**config.mk**
```make
export PLATFORM = sky130hd
export DESIGN_NAME = rgmii_tx_framer
export DESIGN_NICKNAME = d
export VERILOG_FILES = /design/src/rtl/rgmii_tx_framer.sv
export SDC_FILE = /design/constraint.sdc
export NUM_CORES = 1
export LEC_CHECK = 0
export ABC_AREA = 1
export CAP_MARGIN = 40
export CORE_MARGIN = 2
export CORE_UTILIZATION = 45
export CTS_BUF_LIST = sky130_fd_sc_hd__clkbuf_8
export DETAILED_ROUTE_END_ITERATION = 10
export PLACE_DENSITY = 0.7
export SYNTH_ARGS = -nofsm -noshare
export SYNTH_HDL_FRONTEND = slang
export SYNTH_SLANG_ARGS = --single-unit
```
**constraint.sdc**
```tcl
create_clock -name txClk -period 4.9 [get_ports txClk]
set_input_delay 0.98 -clock txClk [delete_from_list [all_inputs] [get_ports txClk]]
set_output_delay 0.98 -clock txClk [all_outputs]
set_load 0.1 [all_outputs]
```
**src/rtl/rgmii_tx_framer.sv**
```systemverilog
// rtl/rgmii_tx_framer.sv - GMII-style transmit framer: preamble, SFD, payload, pad, CRC-32 FCS, IFG
// Outputs are registered one cycle behind the state that produces them.
module rgmii_tx_framer #(
  parameter int PREAMBLE_BYTES = 7,
  parameter int MIN_PAYLOAD    = 60,
  parameter int IFG_BYTES      = 12
) (
  input  logic       txClk,
  input  logic       rst,
  input  logic       txDataValid,
  input  logic       txDataLast,
  input  logic [7:0] txData,
  output logic       txDataReady,
  output logic       txEn,
  output logic       txEr,
  output logic [7:0] txDataOut,
  output logic       txBusy
);

  typedef enum logic [2:0] {
    S_IDLE,
    S_PREAMBLE,
    S_SFD,
    S_DATA,
    S_PAD,
    S_FCS,
    S_IFG
  } state_t;

  localparam logic [4:0]  PRE_LAST = 5'(PREAMBLE_BYTES - 1);
  localparam logic [4:0]  IFG_LAST = 5'(IFG_BYTES - 1);
  localparam logic [11:0] MIN_LEN  = 12'(MIN_PAYLOAD);

  state_t      state_q, state_d;
  logic [31:0] crc_q, crc_d;
  logic [10:0] count_q, count_d;
  logic [4:0]  phase_q, phase_d;
  logic        drop_q, drop_d;
  logic        en_q, en_d;
  logic        er_q, er_d;
  logic        ready_q, ready_d;
  logic        busy_q, busy_d;
  logic [7:0]  dout_q, dout_d;

  logic        accept;
  logic [11:0] count_next;
  logic [10:0] count_sat;
  logic [31:0] fcs;

  function automatic logic [31:0] crc32_byte(input logic [31:0] c, input logic [7:0] d);
    logic [31:0] r;
    r = c;
    for (int i = 0; i < 8; i++) begin
      if (r[0] ^ d[i]) begin
        r = (r >> 1) ^ 32'hEDB88320;
      end else begin
        r = r >> 1;
      end
    end
    return r;
  endfunction

  assign accept     = txDataValid && ready_q;
  assign count_next = {1'b0, count_q} + 12'd1;
  assign count_sat  = (count_q == 11'h7FF) ? count_q : count_next[10:0];
  assign fcs        = ~crc_q;

  always_comb begin
    state_d = state_q;
    crc_d   = crc_q;
    count_d = count_q;
    phase_d = phase_q;
    drop_d  = drop_q;
    en_d    = 1'b0;
    er_d    = 1'b0;
    dout_d  = 8'h00;
    ready_d = 1'b0;

    case (state_q)
      S_IDLE: begin
        if (txDataValid) begin
          state_d = S_PREAMBLE;
          crc_d   = 32'hFFFFFFFF;
          count_d = '0;
          phase_d = '0;
        end
      end

      S_PREAMBLE: begin
        en_d    = 1'b1;
        dout_d  = 8'h55;
        phase_d = phase_q + 5'd1;
        if (phase_q == PRE_LAST) begin
          state_d = S_SFD;
          phase_d = '0;
        end
      end

      S_SFD: begin
        en_d    = 1'b1;
        dout_d  = 8'hD5;
        ready_d = 1'b1;
        state_d = S_DATA;
      end

      S_DATA: begin
        if (accept) begin
          en_d    = 1'b1;
          dout_d  = txData;
          crc_d   = crc32_byte(crc_q, txData);
          count_d = count_sat;
          ready_d = 1'b1;
          if (txDataLast) begin
            ready_d = 1'b0;
            phase_d = '0;
            state_d = (count_next < MIN_LEN) ? S_PAD : S_FCS;
          end
        end else begin
          // Underrun: flag the frame as bad on the wire and drain the rest of it.
          en_d    = 1'b1;
          er_d    = 1'b1;
          dout_d  = 8'h00;
          drop_d  = 1'b1;
          ready_d = 1'b1;
          phase_d = '0;
          state_d = S_IFG;
        end
      end

      S_PAD: begin
        en_d    = 1'b1;
        dout_d  = 8'h00;
        crc_d   = crc32_byte(crc_q, 8'h00);
        count_d = count_sat;
        if (count_next >= MIN_LEN) begin
          phase_d = '0;
          state_d = S_FCS;
        end
      end

      S_FCS: begin
        en_d    = 1'b1;
        case (phase_q[1:0])
          2'd0:    dout_d = fcs[7:0];
          2'd1:    dout_d = fcs[15:8];
          2'd2:    dout_d = fcs[23:16];
          default: dout_d = fcs[31:24];
        endcase
        phase_d = phase_q + 5'd1;
        if (phase_q[1:0] == 2'd3) begin
          phase_d = '0;
          state_d = S_IFG;
        end
      end

      S_IFG: begin
        // Upstream bytes are only taken here while draining an underrun frame.
        if (drop_q && accept && txDataLast) begin
          drop_d = 1'b0;
        end
        ready_d = drop_d;
        if (phase_q != IFG_LAST) begin
          phase_d = phase_q + 5'd1;
        end else if (!drop_d) begin
          phase_d = '0;
          state_d = S_IDLE;
        end
      end

      default: begin
        state_d = S_IDLE;
      end
    endcase

    busy_d = (state_d != S_IDLE);
  end

  always_ff @(posedge txClk) begin
    if (rst) begin
      state_q <= S_IDLE;
      crc_q   <= 32'hFFFFFFFF;
      count_q <= '0;
      phase_q <= '0;
      drop_q  <= 1'b0;
      en_q    <= 1'b0;
      er_q    <= 1'b0;
      ready_q <= 1'b0;
      busy_q  <= 1'b0;
      dout_q  <= 8'h00;
    end else begin
      state_q <= state_d;
      crc_q   <= crc_d;
      count_q <= count_d;
      phase_q <= phase_d;
      drop_q  <= drop_d;
      en_q    <= en_d;
      er_q    <= er_d;
      ready_q <= ready_d;
      busy_q  <= busy_d;
      dout_q  <= dout_d;
    end
  end

  assign txDataReady = ready_q;
  assign txEn        = en_q;
  assign txEr        = er_q;
  assign txDataOut   = dout_q;
  assign txBusy      = busy_q;

endmodule

```
==> summary.md <==
| Metric | Value |
|---|---|
| Status | `completed` |
| Worst path cell trace | `inv_1, nand2_1, nand2_1, nand2_1, nand2_1, inv_2, nand2_1, nand2_2, nand2_1, nand3_1, nand3_1, nand2_1, nand2_1` |
| Global-route wire length before repair | `approximately 30 mm` |
| Placer Congestion | `between 1 and 1.5` |
| Critical path's largest stage delay | `0.82 ns` |
| Seq/Total Area, Yosys | `a little under a quarter` |
| Layout fillers | `~1300` |
| PostCTS Resize Cnt | `0` |
| R2R Path End | `crc_q[29]` |
| Final routed DRC violation total | `0` |
| # Post-CTS Setup Buffers | `0` |
| Cell Area, Synth | `roughly 0.0056 sq mm` |
| Slowest cell on the critical path | `dfxtp_1` |
| Post-synthesis area per instance | `around 6 sq um` |
| Routed Antenna Nets | `0` |
| Clock sink count | `64` |
| Die area | `~0.013 sq mm` |
| Hold Fails Final Rpt | `0` |
| RSZ-0062 raised after global routing | `no` |
| Initial Util | `a little under half` |
| HP Class | `flop to flop` |
| Commonest non-fill, non-tap cell in the layout | `nand2_1` |
| R2R setup slack | `2.06 ns` |
| Dominant synthesized flop cell | `dfxtp_1` |
| Placed Area | `just over 0.006 sq mm` |
| Most frequent cells in the layout | `nand2_1, inv_1, nand3_1` |
| WHS Endpoint | `drop_q` |
| Crit end category | `flop` |
| Post-synth ARST share | `0%` |
| # IOs | `24` |
| Post-layout utilization of the core | `between 50% and 60%` |
| Largest net degree at the start of global routing | `53` |
| Relative max-transition margin | `approximately 37%` |
| Hold_buf cts | `0` |
| Routed WL | `roughly 19 mm` |
| HPWL after DPL | `13.6 mm` |
| Mapped Cells | `949` |
| Routed length per placed instance | `about 17 um` |
| H-tree depth | `3` |
| Startpoint Class | `flop` |
| Reg2reg start | `crc_q[0]` |
| Clk root buf | `clkbuf_8` |
| Gr usage total | `between 20% and 30%` |
| GR Overflow Total | `0` |
| Arr. time, crit path | `slightly above 3 ns` |
| Setup CP Type | `flop to flop` |
| Final min period | `2.84 ns` |
| Row count | `40` |
| FMAX | `0.352 GHz` |
| Worst R2R Path Depth | `13` |
| Area growth, synth to finish | `11.3%` |
| Worst Tran Pin Value | `roughly 0.94 ns` |
| Clk buf depth | `2` |
| TNS Setup | `0 ns` |
| DIE WIDTH | `about 120 um` |
| CTS tree | `yes` |
| Post-synth EDFFs | `0` |
| Final period util | `a little under 60%` |
| Max Clock Skew | `around 0.0094 ns` |
| Worst-path clk slew | `about 0.07 ns` |
| First-iteration detailed-routing DRC count | `around 750` |
| Maxcap violations | `0` |
| IO buf count | `23` |
| Final instance area | `approximately 0.0062 sq mm` |
| Vias per cell | `around 5.5` |
| Worst vdd ir | `around 0.21 mV` |
| Hold-critical path depth | `2` |
| Power density over the cells | `around 280 mW/mm^2` |
| Worst hold-check slack | `around 0.48 ns` |
| Worst Path Max Fanout | `12` |
| Antenna Cells | `0` |
| Leakage | `about 3 nW` |
| Warnings, synthesis | `0` |
| Yosys cell types | `44` |
| CTS Buf Count | `9` |
| Post-Syn Nets | `a little under 1000` |
| Slew Viols, Final | `0` |
| DIE HEIGHT | `116 um` |
| Register bit count reported by yosys | `64` |
| Core area | `0.0121 sq mm` |
| Number of nets in the layout | `~980` |
| Clk_lat worst skew | `~0.36 ns` |
| Setup Viol. Count Final | `0` |
| Final Power | `roughly 1.7 mW` |
| 1st-pass router iterations | `8` |
| Vias in the first global route | `between 5000 and 6000` |
| Most frequent CP cell | `nand2_1` |
| Initial antenna violation count | `0` |
| Share of layout cells above drive strength 1 | `roughly 6.4%` |
| Via count | `6217` |
| Worst hold start | `drop_q` |
| Worst EP required | `~5 ns` |
## power breakdown
group / leakage [nW] / internal [mW] / switching (mW)
sequential: 0.524 / 0.552 / 0.0577
combinational: 2.34 / 0.218 / 0.447
clock: 0.101 / 0.242 / 0.219
total: 2.97 / 1.01 / 0.724
## cells by family (layout without fill, tap and decap cells)
logic type	after synthesis	after routing	share of synthesized area (%)
compound gates	143	143	13.9
xor+xnor	69	69	11.4
flops	64	64	22.8
buf+inv	139	155	10.4
fa+ha+maj	6	6	1.34
simple gates	528	528	40.1
## Yosys cell counts (3+ instances only)
master    count  area [sq um]
or2_2         6          37.5
o21ai_0      37           185
a31oi_1       4          25.0
buf_1         4          15.0
buf_4        10          75.1
nand4_1       9          56.3
nand3_1      84           420
nor2_1       48           180
a21oi_1      77           385
clkbuf_1     12          45.0
buf_2         8          40.0
nand2_1     357          1340
nor3_1        4          20.0
o211ai_1      7          52.6
inv_2        10          37.5
inv_1        92           345
nor2_2        5          31.3
dfxtp_1      64          1280
o21ai_1       4          20.0
nand2_2       3          18.8
o221ai_1      3          26.3
a221oi_1      3          26.3
xor2_1       38           333
xnor2_1      28           245
ha_1          6          75.1
## registers in the layout (all words and copies together) (netlist names)
signal,flops
count_q,11
crc_q,32
drop_q,1
phase_q,5
state_q,3
txBusy,1
txDataOut,8
txDataReady,1
txEn,1
txEr,1
## worst max-delay path by stage
stage / from / endpoint
after floorplan: txData[0] / crc_q[19]
after global placement: txDataValid / crc_q[9]
after detailed placement: txDataValid / count_q[10]
after CTS: txDataValid / count_q[10]
after global routing: crc_q[0] / crc_q[29]
final: crc_q[0] / crc_q[29]
## through the flow
step / worst slack [ns] / instances
after global placement: 1.75 / 1106
after CTS: 2.12 / 1133
after global routing: 1.83 / 1133
final: 2.06 / 1133
after detailed placement: 1.76 / 1118
after floorplan: 2.62 / 949
## layout make-up
type | count | area, sq um | area share, %
multi-input cells | 746 | 3740 | 60.0
flip-flops and latches | 64 | 1280 | 20.5
well taps | 168 | 210 | 3.37
clock inverters | 5 | 50.0 | 0.802
repair buffers | 37 | 433 | 6.93
clock buffers | 10 | 138 | 2.20
inverters | 103 | 387 | 6.19
## routing by layer
layer  routed length, um  track usage (%)  up-vias
li1                    -                -     3054
met1                8060             39.9     2772
met2                8140             44.2      333
met3                2070             7.48       58
met4                 672             12.8        0
met5                   0                0        -
## critical path: cells and delay by family (launching register included)
kind	cells	cell delay, ns
and+or+nand+nor	11	1.29
DFF	1	0.82
buffers and inverters	2	0.57
Power figures use the tool's default switching activity.
